### src/rtl/branch_resolve_arbiter.sv
// branch_resolve_arbiter: two requesters share one branch_compare datapath.
// Round-robin grant, S1 operand register, S2 result register.
// Optional macro BRANCH_RESOLVE_STATS_EN adds taken/not-taken handshake counters.
//
// Handshake rule for every port pair: a transfer happens on a rising edge
// where valid & ready are both high. A producer holds valid and its payload
// stable until that transfer. Ready may depend on valid.

package branch_resolve_pkg;
  typedef enum logic [1:0] {
    BR_EQ = 2'd0,
    BR_NE = 2'd1,
    BR_LT = 2'd2,
    BR_GE = 2'd3
  } branch_cond_t;

  typedef struct packed {
    branch_cond_t branch_cond;
    logic         unsigned_cmp;
  } branch_compare_params_t;
endpackage

// Full-width compare; LT/GE honour unsigned_cmp, else two's complement.
module branch_compare
  import branch_resolve_pkg::*;
#(
  parameter int XLEN = 32
) (
  input  logic [XLEN-1:0]        rs1,
  input  logic [XLEN-1:0]        rs2,
  input  branch_compare_params_t params,
  output logic                   taken
);
  logic eq;
  logic lt;

  // Evaluate the selected condition.
  always_comb begin
    eq    = (rs1 == rs2);
    lt    = params.unsigned_cmp ? (rs1 < rs2) : ($signed(rs1) < $signed(rs2));
    taken = 1'b0;
    case (params.branch_cond)
      BR_EQ:   taken = eq;
      BR_NE:   taken = !eq;
      BR_LT:   taken = lt;
      BR_GE:   taken = !lt;
      default: taken = 1'b0;
    endcase
  end
endmodule

module branch_resolve_arbiter
  import branch_resolve_pkg::*;
#(
  parameter int XLEN  = 32,
  parameter int TAG_W = 4
) (
  input  logic                   clk,
  input  logic                   rst,
  input  logic                   req0_valid,
  output logic                   req0_ready,
  input  logic [XLEN-1:0]        req0_rs1,
  input  logic [XLEN-1:0]        req0_rs2,
  input  branch_compare_params_t req0_params,
  input  logic [TAG_W-1:0]       req0_tag,
  input  logic                   req1_valid,
  output logic                   req1_ready,
  input  logic [XLEN-1:0]        req1_rs1,
  input  logic [XLEN-1:0]        req1_rs2,
  input  branch_compare_params_t req1_params,
  input  logic [TAG_W-1:0]       req1_tag,
  input  logic                   flush,
  output logic                   out_valid,
  input  logic                   out_ready,
  output logic                   out_taken,
  output logic [TAG_W-1:0]       out_tag,
`ifdef BRANCH_RESOLVE_STATS_EN
  output logic [31:0]            stat_taken,
  output logic [31:0]            stat_not_taken,
`endif
  output logic                   out_src
);
  logic                   rr_last;
  logic                   s1_valid;
  logic [XLEN-1:0]        s1_rs1;
  logic [XLEN-1:0]        s1_rs2;
  branch_compare_params_t s1_params;
  logic [TAG_W-1:0]       s1_tag;
  logic                   s1_src;

  logic s2_free, s1_adv, s1_free;
  logic grant0, grant1, accept, cmp_taken;

  // Pipeline advance terms and round-robin grant (req0 wins when rr_last=1).
  always_comb begin
    s2_free    = !out_valid || out_ready;
    s1_adv     = s1_valid && s2_free;
    s1_free    = !s1_valid || s1_adv;
    grant0     = req0_valid && (!req1_valid || rr_last);
    grant1     = req1_valid && (!req0_valid || !rr_last);
    req0_ready = grant0 && s1_free && !flush;
    req1_ready = grant1 && s1_free && !flush;
    accept     = (req0_valid && req0_ready) || (req1_valid && req1_ready);
  end

  // Remember the last accepted requester; untouched by flush (ready is low then).
  always_ff @(posedge clk or posedge rst) begin
    if (rst)         rr_last <= 1'b1;
    else if (accept) rr_last <= grant1;
  end

  // S1 operand register: flush kills, accept reloads, advance empties.
  always_ff @(posedge clk or posedge rst) begin
    if (rst) begin
      s1_valid  <= 1'b0;
      s1_rs1    <= '0;
      s1_rs2    <= '0;
      s1_params <= '0;
      s1_tag    <= '0;
      s1_src    <= 1'b0;
    end else if (flush) begin
      s1_valid <= 1'b0;
    end else if (accept) begin
      s1_valid  <= 1'b1;
      s1_rs1    <= grant1 ? req1_rs1 : req0_rs1;
      s1_rs2    <= grant1 ? req1_rs2 : req0_rs2;
      s1_params <= grant1 ? req1_params : req0_params;
      s1_tag    <= grant1 ? req1_tag : req0_tag;
      s1_src    <= grant1;
    end else if (s1_adv) begin
      s1_valid <= 1'b0;
    end
  end

  branch_compare #(.XLEN(XLEN)) u_cmp (
    .rs1    (s1_rs1),
    .rs2    (s1_rs2),
    .params (s1_params),
    .taken  (cmp_taken)
  );

  // S2 result register: payload only changes when a new result moves in.
  always_ff @(posedge clk or posedge rst) begin
    if (rst) begin
      out_valid <= 1'b0;
      out_taken <= 1'b0;
      out_tag   <= '0;
      out_src   <= 1'b0;
    end else if (flush) begin
      out_valid <= 1'b0;
    end else if (s1_adv) begin
      out_valid <= 1'b1;
      out_taken <= cmp_taken;
      out_tag   <= s1_tag;
      out_src   <= s1_src;
    end else if (out_ready) begin
      out_valid <= 1'b0;
    end
  end

`ifdef BRANCH_RESOLVE_STATS_EN
  // Count completed output handshakes by outcome; wraps naturally at 2^32.
  always_ff @(posedge clk or posedge rst) begin
    if (rst) begin
      stat_taken     <= '0;
      stat_not_taken <= '0;
    end else if (out_valid && out_ready) begin
      if (out_taken) stat_taken     <= stat_taken + 32'd1;
      else           stat_not_taken <= stat_not_taken + 32'd1;
    end
  end
`endif
endmodule

### config.mk
export PLATFORM = sky130hd
export DESIGN_NAME = branch_resolve_arbiter
export DESIGN_NICKNAME = d
export VERILOG_FILES = /design/src/rtl/branch_resolve_arbiter.sv
export SDC_FILE = /design/constraint.sdc
export NUM_CORES = 1
export LEC_CHECK = 0
export CORE_ASPECT_RATIO = 1.25
export CORE_MARGIN = 3
export CORE_UTILIZATION = 30
export CTS_CLUSTER_DIAMETER = 60
export DETAILED_ROUTE_END_ITERATION = 8
export PLACE_DENSITY = 0.63
export SKIP_LAST_GASP = 1
export SLEW_MARGIN = 25
export SYNTH_ARGS = -nofsm -noshare
export SYNTH_HDL_FRONTEND = slang
export SYNTH_HIERARCHICAL = 1
export SYNTH_SLANG_ARGS = --single-unit
### constraint.sdc
create_clock -name clk -period 5.2 [get_ports clk]
set_clock_uncertainty 0.05 [all_clocks]
set_input_delay 1.3 -clock clk [delete_from_list [all_inputs] [get_ports clk]]
set_output_delay 1.3 -clock clk [all_outputs]
set_load 0.02 [all_outputs]
=== Yosys cells after proc, flatten, opt, wreduce, memory -nomap -nowiden ===
Index checks and enable logic that the tools add are counted.

* Reductions and logical operators: 27
* Bitwise gates (word level): 1
* $lt $le $gt $ge: 2
* Multiplexer cells: 12
* Equal/unequal tests: 4

{| class="wikitable"
|+ Operators with widths
! cell !! number
|-
| < comparator 32 bit || 2
|-
| 2-to-1 mux 32 bit || 2
|-
| equality test 32 bit || 1
|-
| logical AND 1 bit || 9
|-
| zero test 1 bit || 8
|-
| 2-to-1 mux 1 bit || 7
|-
| nonzero test 3 bit || 2
|-
| logical OR 1 bit || 5
|-
| equality test 2 bit, second input constant || 2
|-
| 2-to-1 mux 4 bit || 1
|-
| case mux 1 bit (4 select lines) || 1
|-
| AND reduction 2 bit || 2
|-
| 2-to-1 mux 3 bit || 1
|-
| equality test 2 x 1 -> 1 bit, second input constant || 1
|-
| zero test 2 bit || 1
|-
| inverter 1 bit || 1
|}

* Word-level logic and storage cells: 58
* Input bits: 148
* Output and inout bits: 9
* Register bits after elaboration: 81

=== Logic depth before layout (Yosys ltp) ===
* Word-level depth: 10
* Depth in mapped cells: 9

=== Modules after synthesis ===
The synthesis kept the hierarchy.

{| class="wikitable"
|+ By module, submodules not included
! module !! cells an instance !! times used !! seq. area each (um2) !! area each (um2)
|-
| branch_resolve_arbiter || 290 || 1 || 2028.2 || 4132.7
|-
| branch_compare || 129 || 1 || 0.0 || 890.9
|}

=== Worst setup path before layout ===
No wires, ideal clock.

* Path type: input -> output
* From: input port out_ready
* To: output port req0_ready
* Stages on the path: 4
* Required time: 3.850 ns
* Slack: 1.478 ns
* Arrival: 2.372 ns
* Cells stage by stage: and3b_1 buf_6 or2_2 nor3_1

* Cells in the longest elaborated chain, start to end: 5

{| class="wikitable"
|+ Ends and longest elaborated chain
! what !! line !! source
|-
| from (decl) || 74 || <nowiki>input logic out_ready,</nowiki>
|-
| logical OR 1 bit || 96 || <nowiki>s2_free = !out_valid || out_ready;</nowiki>
|-
| logical AND 1 bit || 97 || <nowiki>s1_adv = s1_valid && s2_free;</nowiki>
|-
| logical OR 1 bit || 98 || <nowiki>s1_free = !s1_valid || s1_adv;</nowiki>
|-
| logical AND 1 bit (2 in a row) || 101 || <nowiki>req0_ready = grant0 && s1_free && !flush;</nowiki>
|-
| to (decl) || 61 || <nowiki>output logic req0_ready,</nowiki>
|}

No other way between the ends.

=== Worst setup path in the final report ===
Ends and elaborated chain as after synthesis.

==> reports/qor.yml <==
status: "finished clean"
yosysWarnings: 6
drv_cap: 0
diodes: 0
nets: 735
grt-ovfl-total: 0
fin_area_um2: 7060
cp.required_ps: 3850
cp_max_fo: 5
synth_top_cell_area_share: 0.399
synthFlopType: "dfrtp_1"
hold_path.startpoint: "s1_src$_DFFE_PP0P_"
synthArstFlopShare: 1.00
worstMarginPinSlew_ps: 826
max_freq_ghz: 0.221
cts_resized: 0
clockRootBuffer: "clkbuf_16"
cp-startpoint: "out_ready"
hold_viol: 0
cts_tree: "done"
cp.arrival_ps: 3170
yosys.cell_count.top_type: "dfrtp_1"
synth_top_cell_by_area: "dfrtp_1"
syn_inst: 419
cts-buffers-inserted: 9
grt_use_total: 0.143
hold_class: "flip-flop to flip-flop"
vias: 3952
synth_commonest_cells: "dfrtp_1 (80), o32ai_1 (71), a2bb2oi_2 (69)"
drt_iter0_markers: 133
synth.distinct_cells: 42
die-area_um2: 18300
min_period_ps: 4520
syn_area_um2: 5020
grt_max_degree: 73
routed_via_density: 5.09
wl_mm: 13.1
drive_gt1_frac: 0.200
start_util: 0.308
dpl_cell_area_um2: 6710
synth.avg_cell_area_um2: 12.0
slew_viol_final: 0
htreeDepth: 3
vdd_drop_max_uv: 215
powerDensity_nw_per_um2: 330
place_congestion: 0.747
dr.pass1.iters: 4
critPathLaunchType: "input pin"
ant_nets: 0
multi_input_area_um2: 2650
grt_pass1_wl_mm: 20.9
hold_buffers: 0
cts_setup_buffers: 0
regArea_um2: 2030
fill_cells: 1515
crit_type: "input pin to output port"
worst_setup_path_end_kind: "output port"
area_growth_pct: 40.5
max_slew_margin: 0.449
io_buffers: 156
core_area_um2: 16300
io_pins: 157
r2r-start: "s1_rs1[31]$_DFFE_PP0P_"
die_y_um: 151
cts.sinks: 81
grt_pass1_vias: 4163
wl_per_cell_um: 16.9
finalSetupViolCount: 0
drc_errors: 0
rsz0062_at_grt: "false"
worst_skew_pair.late_latency_ps: 330
dpl.hpwl_mm: 9.40
cts_buffer_depth: 2
power_mw: 2.33
yosys-top-cells-area: "dfrtp_1 (40%), a2bb2oi_2 (21%), o32ai_1 (12%), ha_1 (8.0%), inv_1 (2.7%)"
fin_util: 0.432
fin_crit_sh: 0.869
syn_nets: 599
timing.setup.tns_ps: 0
synth_edf_count: 0
fp.dieW_um: 122
antenna_found_initial: 0
reg2reg_setup_slack_ps: 2660
path_clk_slew_ps: 60
seq_area_frac_synth: 0.404
synth_seq_cells: 81
rows: 52
leakage_nw: 2.77
## cells in the final DEF, fill, tap and decap left out, types with 2 or more instances in the layout
cell type and count:
dfrtp_1 80, a2bb2oi_1 2, a21o_1 2, nor2_1 9
a21bo_2 2, bufinv_16 3, o21ai_0 8, buf_4 8
nand3_1 3, nand2_1 14, o21ai_1 2, a21oi_1 13
clkdlybuf4s50_1 156, mux2_2 6, clkinv_2 2, nand2b_1 2
inv_1 35, ha_1 32, nand4_1 5, nor3_1 4
clkbuf_16 9, a2bb2oi_2 69, o32ai_1 71
## cell type report
type / instances / share of cell area
clock buffer: 11 / 0.0344
clock inverter: 5 / 0.0145
inverter: 37 / 0.0199
multi-input combinational: 262 / 0.376
sequential: 81 / 0.287
tap: 216 / 0.0383
timing repair buffer: 164 / 0.230
## state kept, by name (all words and copies together), names as in the netlist
register,cells
out_src,1
out_tag,4
out_taken,1
out_valid,1
rr_last,1
s1_params,3
s1_rs1,32
s1_rs2,32
s1_src,1
s1_tag,4
s1_valid,1
## stage by stage
stage          cells  worst slack, ps  hold WS [ps]
2_1_floorplan    419             1480           414
3_3_place_gp     760              676           437
3_5_place_dp     760              679           453
4_1_cts          776              679           468
5_1_grt          776              606           485
6_report         776              683           462
## critical path, cell delays in order
cell and delay (ps):
clkdlybuf4s50_1 460, and3b_1 260, or2_2 330, nor3_1 170, clkdlybuf4s50_1 650
## logic make-up after synthesis
group / synth area share
adder cells (fa/ha/maj): 0.0797
AND/OR/NAND/NOR: 0.0533
flip-flops: 0.404
AO/OA/AOI/OAI: 0.377
buffers and inverters: 0.0707
multiplexers: 0.0157
## worst paths after layout
check,to,cells after the start
hold / removal,out_src$_DFFE_PP0P_,1
max in group asynchronous,rr_last$_DFFE_PP1P_,3
setup / recovery,req0_ready,5
min in group asynchronous,out_tag[0]$_DFFE_PP0P_,2
hold reg to reg,out_src$_DFFE_PP0P_,1
setup reg to reg,out_taken$_DFFE_PP0P_,8
## layer usage
metal | global-route usage | part of all wire | vias up
li1 | - | - | 1935
met1 | 0.179 | 0.42 | 1915
met2 | 0.248 | 0.52 | 91
met3 | 0.0274 | 0.045 | 11
met4 | 0.0420 | 0.014 | 0
met5 | 0 | 0 | -
## power by group
| part | total [mW] | switching, mW | leakage [nW] | internal, mW |
|---|---|---|---|---|
| sequential | 0.831 | 0.0847 | 0.886 | 0.746 |
| clock | 0.730 | 0.248 | 0.166 | 0.482 |
| combinational | 0.770 | 0.342 | 1.72 | 0.427 |
| total | 2.33 | 0.675 | 2.77 | 1.66 |
No activity file was read; power rests on OpenSTA's default activity.
